### src/rtl/bp_pkg.sv
// Shared types and helpers for the decode-stage branch predictor.
package bp_pkg;

   typedef logic [1:0] counter_t;

   localparam counter_t SNT = 2'd0;
   localparam counter_t WNT = 2'd1;
   localparam counter_t WT  = 2'd2;
   localparam counter_t ST  = 2'd3;

   localparam logic [4:0] X1 = 5'd1;
   localparam logic [4:0] X5 = 5'd5;

   // Link registers per the RISC-V calling convention hint rules.
   function automatic logic is_link(input logic [4:0] r);
      return (r == X1) || (r == X5);
   endfunction

endpackage

### src/rtl/bp_ras.sv
// Circular return-address stack: push, pop, or replace-top when both requested.
module bp_ras #(
   parameter int unsigned RAS_DEPTH = 8,
   parameter int unsigned XLEN      = 32
) (
   input  logic                             clk,
   input  logic                             rst_n,
   input  logic                             push,
   input  logic                             pop,
   input  logic [XLEN-1:0]                  push_data,
   output logic [XLEN-1:0]                  top,
   output logic [$clog2(RAS_DEPTH+1)-1:0]   count
);

   localparam int unsigned PTRW = $clog2(RAS_DEPTH);
   localparam int unsigned CNTW = $clog2(RAS_DEPTH + 1);

   logic [XLEN-1:0] stack_q [RAS_DEPTH];
   logic [PTRW-1:0] ptr_q;
   logic [CNTW-1:0] count_q;
   logic [PTRW-1:0] top_idx;
   logic            empty;
   logic            full;

   assign top_idx = ptr_q - PTRW'(1);
   assign top     = stack_q[top_idx];
   assign count   = count_q;
   assign empty   = (count_q == '0);
   assign full    = (count_q == CNTW'(RAS_DEPTH));

   // ptr_q points at the next free slot; wraps so a full push drops the oldest entry.
   // A pop on an empty stack is a no-op, so pop+push on empty degrades to a plain push.
   always_ff @(posedge clk or negedge rst_n) begin
      if (!rst_n) begin
         for (int i = 0; i < int'(RAS_DEPTH); i++) stack_q[i] <= '0;
         ptr_q   <= '0;
         count_q <= '0;
      end else if (push && pop && !empty) begin
         stack_q[top_idx] <= push_data;
      end else if (push) begin
         stack_q[ptr_q] <= push_data;
         ptr_q          <= ptr_q + PTRW'(1);
         if (!full) count_q <= count_q + CNTW'(1);
      end else if (pop && !empty) begin
         ptr_q   <= ptr_q - PTRW'(1);
         count_q <= count_q - CNTW'(1);
      end
   end

endmodule

### src/rtl/branch_predictor_gras.sv
// Decode-stage predictor: gshare/bimodal 2-bit counters plus a return-address stack,
// trained non-speculatively from EX.
module branch_predictor_gras
   import bp_pkg::*;
#(
   parameter int unsigned XLEN        = 32,
   parameter int unsigned BHT_ENTRIES = 64,
   parameter int unsigned GHR_BITS    = 6,
   parameter int unsigned RAS_DEPTH   = 8
) (
   input  logic                           clk,
   input  logic                           rst,
   input  logic                           stall,
   input  logic                           id_valid,
   input  logic [XLEN-1:0]                id_pc,
   input  logic [XLEN-1:0]                id_imm,
   input  logic                           id_is_branch,
   input  logic                           id_is_jal,
   input  logic                           id_is_jalr,
   input  logic [4:0]                     id_rs1,
   input  logic [4:0]                     id_rd,
   input  logic [XLEN-1:0]                id_rs1_data,
   input  logic                           ex_valid,
   input  logic [XLEN-1:0]                ex_pc,
   input  logic [XLEN-1:0]                ex_target,
   input  logic                           ex_taken,
   input  logic                           ex_predicted,
   input  logic [$clog2(BHT_ENTRIES)-1:0] ex_idx,
   output logic [XLEN-1:0]                target_pc,
   output logic                           predict_taken,
   output logic [$clog2(BHT_ENTRIES)-1:0] pred_idx,
   output logic                           mispredict,
   output logic [XLEN-1:0]                recover_pc
);

   localparam int unsigned IDXW = $clog2(BHT_ENTRIES);
   localparam int unsigned CNTW = $clog2(RAS_DEPTH + 1);

   counter_t        bht_q [BHT_ENTRIES];
   logic [IDXW-1:0] ghr_idx;
   logic [IDXW-1:0] idx_c;
   logic [XLEN-1:0] pc_plus4;
   logic [XLEN-1:0] pc_imm;
   logic [XLEN-1:0] jalr_calc;
   logic            jalr_pop;
   logic            ras_push;
   logic            ras_pop;
   logic [XLEN-1:0] ras_top;
   logic [CNTW-1:0] ras_count;
   logic            ctr_taken;
   logic            id_update;
   logic            unused_pc_bits;

   assign unused_pc_bits = ^{id_pc[XLEN-1:IDXW+2], id_pc[1:0]};

   // Global history shifts in resolved outcomes; absent entirely for pure bimodal.
   if (GHR_BITS > 0) begin : g_ghr
      logic [GHR_BITS-1:0] ghr_q;
      always_ff @(posedge clk or negedge rst) begin
         if (!rst)                   ghr_q <= '0;
         else if (ex_valid && !stall) ghr_q <= GHR_BITS'({ghr_q, ex_taken});
      end
      assign ghr_idx = IDXW'(ghr_q);
   end else begin : g_no_ghr
      assign ghr_idx = '0;
   end

   assign idx_c     = id_pc[IDXW+1:2] ^ ghr_idx;
   assign pred_idx  = idx_c;
   assign ctr_taken = bht_q[idx_c][1];

   // Saturating counter training; ID reads above see the pre-edge value.
   always_ff @(posedge clk or negedge rst) begin
      if (!rst) begin
         for (int i = 0; i < int'(BHT_ENTRIES); i++) bht_q[i] <= WNT;
      end else if (ex_valid && !stall) begin
         if (ex_taken && bht_q[ex_idx] != ST)
            bht_q[ex_idx] <= bht_q[ex_idx] + 2'd1;
         else if (!ex_taken && bht_q[ex_idx] != SNT)
            bht_q[ex_idx] <= bht_q[ex_idx] - 2'd1;
      end
   end

   assign pc_plus4  = id_pc + XLEN'(4);
   assign pc_imm    = id_pc + id_imm;
   assign jalr_calc = (id_rs1_data + id_imm) & ~XLEN'(1);
   assign jalr_pop  = id_is_jalr && is_link(id_rs1) && (id_rs1 != id_rd);
   assign id_update = id_valid && !stall;
   assign ras_push  = id_update && (id_is_jal || id_is_jalr) && is_link(id_rd);
   assign ras_pop   = id_update && jalr_pop;

   bp_ras #(
      .RAS_DEPTH (RAS_DEPTH),
      .XLEN      (XLEN)
   ) u_ras (
      .clk       (clk),
      .rst_n     (rst),
      .push      (ras_push),
      .pop       (ras_pop),
      .push_data (pc_plus4),
      .top       (ras_top),
      .count     (ras_count)
   );

   // Same-cycle next-PC selection; reset forces the sequential fall-through.
   always_comb begin
      predict_taken = 1'b0;
      target_pc     = pc_plus4;
      if (rst && id_valid) begin
         if (id_is_jal) begin
            predict_taken = 1'b1;
            target_pc     = pc_imm;
         end else if (id_is_jalr) begin
            predict_taken = 1'b1;
            target_pc     = (jalr_pop && ras_count != '0) ? ras_top : jalr_calc;
         end else if (id_is_branch) begin
            predict_taken = ctr_taken;
            target_pc     = ctr_taken ? pc_imm : pc_plus4;
         end
      end
   end

   assign mispredict = rst && ex_valid && (ex_taken != ex_predicted);
   assign recover_pc = !rst ? '0 : (ex_taken ? ex_target : ex_pc + XLEN'(4));

endmodule

### config.mk
export PLATFORM = sky130hd
export DESIGN_NAME = branch_predictor_gras
export DESIGN_NICKNAME = d
export VERILOG_FILES = /design/src/rtl/bp_pkg.sv /design/src/rtl/bp_ras.sv /design/src/rtl/branch_predictor_gras.sv
export SDC_FILE = /design/constraint.sdc
export NUM_CORES = 1
export LEC_CHECK = 0
export CAP_MARGIN = 20
export CORE_MARGIN = 2
export CORE_UTILIZATION = 35
export DETAILED_ROUTE_END_ITERATION = 8
export GPL_ROUTABILITY_DRIVEN = 0
export GPL_TIMING_DRIVEN = 0
export SETUP_SLACK_MARGIN = 0.15
export SYNTH_ARGS = -nofsm -noshare
export SYNTH_HDL_FRONTEND = slang
export SYNTH_HIERARCHICAL = 1
export SYNTH_SLANG_ARGS = --single-unit
### constraint.sdc
create_clock -name clk -period 11.8 [get_ports clk]
set_input_delay 1.77 -clock clk [delete_from_list [all_inputs] [get_ports clk]]
set_output_delay 1.77 -clock clk [all_outputs]
set_load 0.01 [all_outputs]
Word-level counts from Yosys, hierarchy flattened. Cells that the tools add are included.

Output and inout bits: 72. Register bits after elaboration: 397. Word-level logic and storage cells: 181. Input port bits: 186.

Reductions and logical operators: 34. Bitwise operators: 6. Magnitude comparators: 7. Add/subtract/negate cells: 10. Eq/ne operators: 9. Muxes and demuxes: 40.

Operators with widths (number): 256-bit bitwise mux (2); 256-bit two-way mux (2); 32-bit two-way mux (12); 128-bit bitwise mux (2); 128-bit two-way mux (2); 32-bit demux with 3-bit select (2); 32-bit binary-select mux with 3-bit select (1); 32-bit by 3-bit adder with 32-bit output, second input constant (2); 32-bit adder (2); 2-bit binary-select mux with 6-bit select (2); 1-bit logical AND (19); 7-bit >= comparator, second input constant (2); 6-bit NOT with 7-bit output (2); 2-bit demux with 6-bit select (1); 4-bit two-way mux (3); 5-bit by 1-bit == test with 1-bit output, second input constant (2); 5-bit by 3-bit == test with 1-bit output, second input constant (2); 2-bit two-way mux (5); 4-bit >= comparator, second input constant (2); 4-bit by 1-bit less-than comparator with 1-bit output, second input constant (2); 3-bit NOT with 4-bit output (2); 2-bit nonzero test (4); 7-bit by 1-bit less-than comparator with 1-bit output, second input constant (1); 3-bit two-way mux (2); 19 further kinds (28).

Depth between registers and ports, before layout. Gate-level depths: netlist (run 1).

Word-level depth: 10. Gate-level depth with buffers: 20.

Cells and area by module. Netlist (run 1), hierarchy kept.

By module, submodules not included: branch_predictor_gras (instances 1, seq. area each 3433.3 um2, cells each 1499, area each 12762.2 um2); bp_ras (instances 1, seq. area each 6581.3 um2, cells each 796, area each 12520.8 um2).

Worst setup path after synthesis (run 1). Ideal clock, no wire load.

Path kind: input to output. Start: in id_pc[0]. End: out target_pc[24]. Arrival: 4434 ps. Path buffers: 0. Setup slack: 5596 ps. Stages: 11. Required time: 10030 ps. Path through: ha_1 > fa_1 > a211oi_1 > o21ai_0 > a221oi_2 > o211ai_1 > o21ai_0 > o21ai_0 > a21oi_1 > xnor2_1 > a311oi_1.

Word-level cells in the longest chain between the ends: 6. Elaborated cells on any way between the ends: 7. Classes of those cells: 2 x add/sub; 5 x mux.

Ends and longest elaborated chain: from (decl) (RTL line branch_predictor_gras.sv:15) `input logic [XLEN-1:0] id_pc,`; 32-bit by 3-bit adder with 32-bit output or 32-bit adder (tied branches) (RTL line branch_predictor_gras.sv:84, branch_predictor_gras.sv:85); 32-bit two-way mux (RTL line branch_predictor_gras.sv:118) `target_pc = ctr_taken ? pc_imm : pc_plus4;`; 32-bit two-way mux (RTL line branch_predictor_gras.sv:116) `end else if (id_is_branch) begin`; 32-bit two-way mux (RTL line branch_predictor_gras.sv:113) `end else if (id_is_jalr) begin`; 32-bit two-way mux (RTL line branch_predictor_gras.sv:110) `if (id_is_jal) begin`; 32-bit two-way mux * (RTL line branch_predictor_gras.sv:109) `if (rst && id_valid) begin`; to (decl) (RTL line branch_predictor_gras.sv:29) `output logic [XLEN-1:0] target_pc,`.

Every way passes the cells marked *; elsewhere a longest branch is shown, timed or not.

Worst setup path in the final report (run 1). Same ends and word-level chain as after synthesis.

==> flow_metrics.tcl, run 1 <==
set metrics [dict create \
    status "finished clean" \
    overflow 0 \
    critPathKind "in2out" \
    routed_via_density 5.72 \
    synth-seq-cells 397 \
    synth_top_area_frac 0.330 \
    min_period_ns 8.73 \
    min_path_type "reg2reg" \
    grt_util_all_layers 0.230 \
    p_leak_nw 13.4 \
    avgSynthCellArea_um2 11.0 \
    crit_slowest_cell "a311oi_1" \
    synth_warnings 6 \
    synth.distinct_cells 87 \
    hold_depth 1 \
    areaGrowthSynthToFinish_pct 21.0 \
    ios 258 \
    cts_tree "built" \
    port_buffers 253 \
    cp_max_fo 10 \
    ff2ff_setup_slack_ns 6.75 \
    start_util 0.354 \
    cap_violations 0 \
    die_h_um 273 \
    antenna_found_initial 6 \
    grt_pass1_vias 21200 \
    synth-edff-count 0 \
    postRouteAntennaNets 0 \
    total_power_w 0.00453 \
    grt_max_degree 126 \
    ir_worst_vdd_mv 0.109 \
    setup_tns_ns 0 \
    die_w_um 273 \
    seq_area_frac_synth 0.396 \
    yosysTopAreaCell "dfrtp_1" \
    grt_pass1_wl_um 131000 \
    die_area_um2 74400 \
    drv_slew 0 \
    layout-drive-gt1-share 0.214 \
    critPathLaunchType "input pin" \
    post_cts_buffers 0 \
    drt_iter0_markers 1891 \
    finalSetupViolCount 0 \
    clock-sinks 397 \
    nets 2857 \
    arrival_ns 6.96 \
    clk_pin_slew_worst_paths_ns 0.06 \
    post-route-drc-count 0 \
    crit_chain "clkdlybuf4s50_1, ha_1, fa_1, a211oi_1, o21ai_0, a221oi_2, o211ai_1, o21ai_0, o21ai_0, a21oi_1, xnor2_1, a311oi_1, clkdlybuf4s50_1" \
    vias 20500 \
    reg2regPathDepth 16 \
    slew_headroom 0.141 \
    synth_area_um2 25300 \
    synth.area.top_cells "dfrtp_1 33%, mux2_2 8.0%, mux4_2 6.8%" \
    rows 98 \
    dp_hpwl_um 65000 \
    tightest_slew_ns 1.28 \
    finish.utilization 0.428 \
    worst_path_most_repeated_cell "o21ai_0" \
    cts_made_buffers 44 \
    clockRootBuffer "clkbuf_16" \
    async_flop_share 1.00 \
    netlist_instances 2295 \
    min_to "u_ras/stack_q[255]" \
    cpPeakStageDelay_ns 0.69 \
    insertion_delay_ns 0.62 \
    fin_worst_skew_ns 0.0442 \
    cts_hold_buf 0 \
    grt_setup_unrepaired "no" \
    worstPathRequired_ns 10.03 \
    min_from "u_ras/stack_q[255]" \
    htreeDepth 2 \
    end_kind "output port" \
    wirelength_um 87000 \
    clockBufferDepth 3 \
    synth_common_cells "333 x dfrtp_1, 299 x nand2_1, 179 x mux2_2" \
    fin_crit_sh 0.740 \
    cts_resized 0 \
    wire_per_inst_um 24.3 \
    fmax_mhz 115 \
    core_area_um2 71500 \
    cellPowerDensity_nw_per_um2 148 \
    dr.pass1.iters 6 \
    hold_slack_ns 0.484 \
    ys.flop_type "dfrtp_1" \
    fillers 6721 \
    yosysMostFrequentCell "dfrtp_1" \
    synth_nets 2553 \
    hold_viol 0 \
]
layout by cell type, fill, tap and decap left out, types with 29 or more instances in the layout:
cell type,synthesis,routed
dfrtp_1,333,333
nand2_1,299,299
clkdlybuf4s50_1,0,252
mux2_2,179,179
nor2_1,117,117
o21ai_0,115,115
mux2_1,92,92
mux2_4,90,90
clkbuf_1,73,84
mux4_2,76,76
a21oi_1,76,76
xnor2_1,75,75
ha_1,69,69
dfstp_2,64,64
xor2_1,51,51
nand3_1,49,49
clkbuf_16,0,45
and2_1,36,36
inv_1,36,36
a22oi_1,35,35
o22ai_1,29,29
power breakdown:
part | leakage (nW) | switching (W) | internal, W
sequential | 5.24 | 0.0000926 | 0.00150
combinational | 7.43 | 0.000906 | 0.000610
clock | 0.724 | 0.000598 | 0.000829
metrics by stage:
step           instances  area (um2)  setup WS (ns)
2_1_floorplan       2295       25300           5.60
3_3_place_gp        3498       29000          -8.99
3_5_place_dp        3502       29100           3.22
4_1_cts             3580       30600           3.19
5_1_grt             3581       30600           2.82
6_report            3583       30600           3.07
final cells by class:
cell class / instances / area, um2 / share of cell area
inverter: 38 / 143 / 0.00466
sequential: 397 / 10000 / 0.327
tap: 950 / 1190 / 0.0388
antenna: 2 / 5.00 / 0.000164
clock inverter: 13 / 194 / 0.00634
clock buffer: 65 / 1290 / 0.0422
buffer: 129 / 692 / 0.0226
timing repair buffer: 258 / 2630 / 0.0860
multi-input combinational: 1731 / 14400 / 0.472
critical path, delay by kind of cell:
family,cells,cell delay [ns]
fa+ha+maj,2,0.80
xor+xnor,1,0.17
buf+inv,2,1.29
compound gates,8,2.94
routing by layer:
layer / vias to the layer above / part of all wire / wire [um] / GRT usage
met2: 832 / 0.47 / 40700 / 0.375
met3: 188 / 0.074 / 6470 / 0.0399
li1: 9067 / - / - / -
met4: 8 / 0.039 / 3430 / 0.0908
met1: 10400 / 0.42 / 36400 / 0.304
met5: - / 0.00054 / 47 / 0
kinds of logic after synthesis:
group,after synthesis,synth area share
XOR/XNOR,127,0.0443
flip-flops,397,0.396
AND/OR/NAND/NOR,647,0.118
buffers and inverters,167,0.0330
adder cells (fa/ha/maj),72,0.0365
multiplexers,460,0.257
AO/OA/AOI/OAI,425,0.115
how the worst max path moves through the flow:
stage,start,end
2_1_floorplan,id_pc[0],target_pc[24]
3_3_place_gp,rst,target_pc[17]
3_5_place_dp,id_pc[2],target_pc[13]
4_1_cts,id_pc[0],target_pc[28]
5_1_grt,id_pc[0],target_pc[24]
6_report,id_pc[0],target_pc[24]
Note: power is estimated with default switching activity, not from simulation.
==> inputs of run 2 (changes only) <==
==> constraint.sdc (replaced) <==
create_clock -name clk -period 8.5 [get_ports clk]
set_input_delay 1.275 -clock clk [delete_from_list [all_inputs] [get_ports clk]]
set_output_delay 1.275 -clock clk [all_outputs]
set_load 0.01 [all_outputs]
==> results of run 2 <==
Same layout as run 1 (identical final DEF). Status: finished clean.
Among the figures that moved: setup slack after placement 3.22 ns -> 0.914 ns; setup slack after layout 3.07 ns -> 0.720 ns; start point of the critical path id_pc[0] -> u_ras/ptr_q[0]; end point of the critical path target_pc[24] -> target_pc[4]; register-to-register setup slack 6.75 ns -> 3.45 ns; total power 0.00453 W -> 0.00629 W; worst IR drop on VDD 0.109 mV -> 0.151 mV
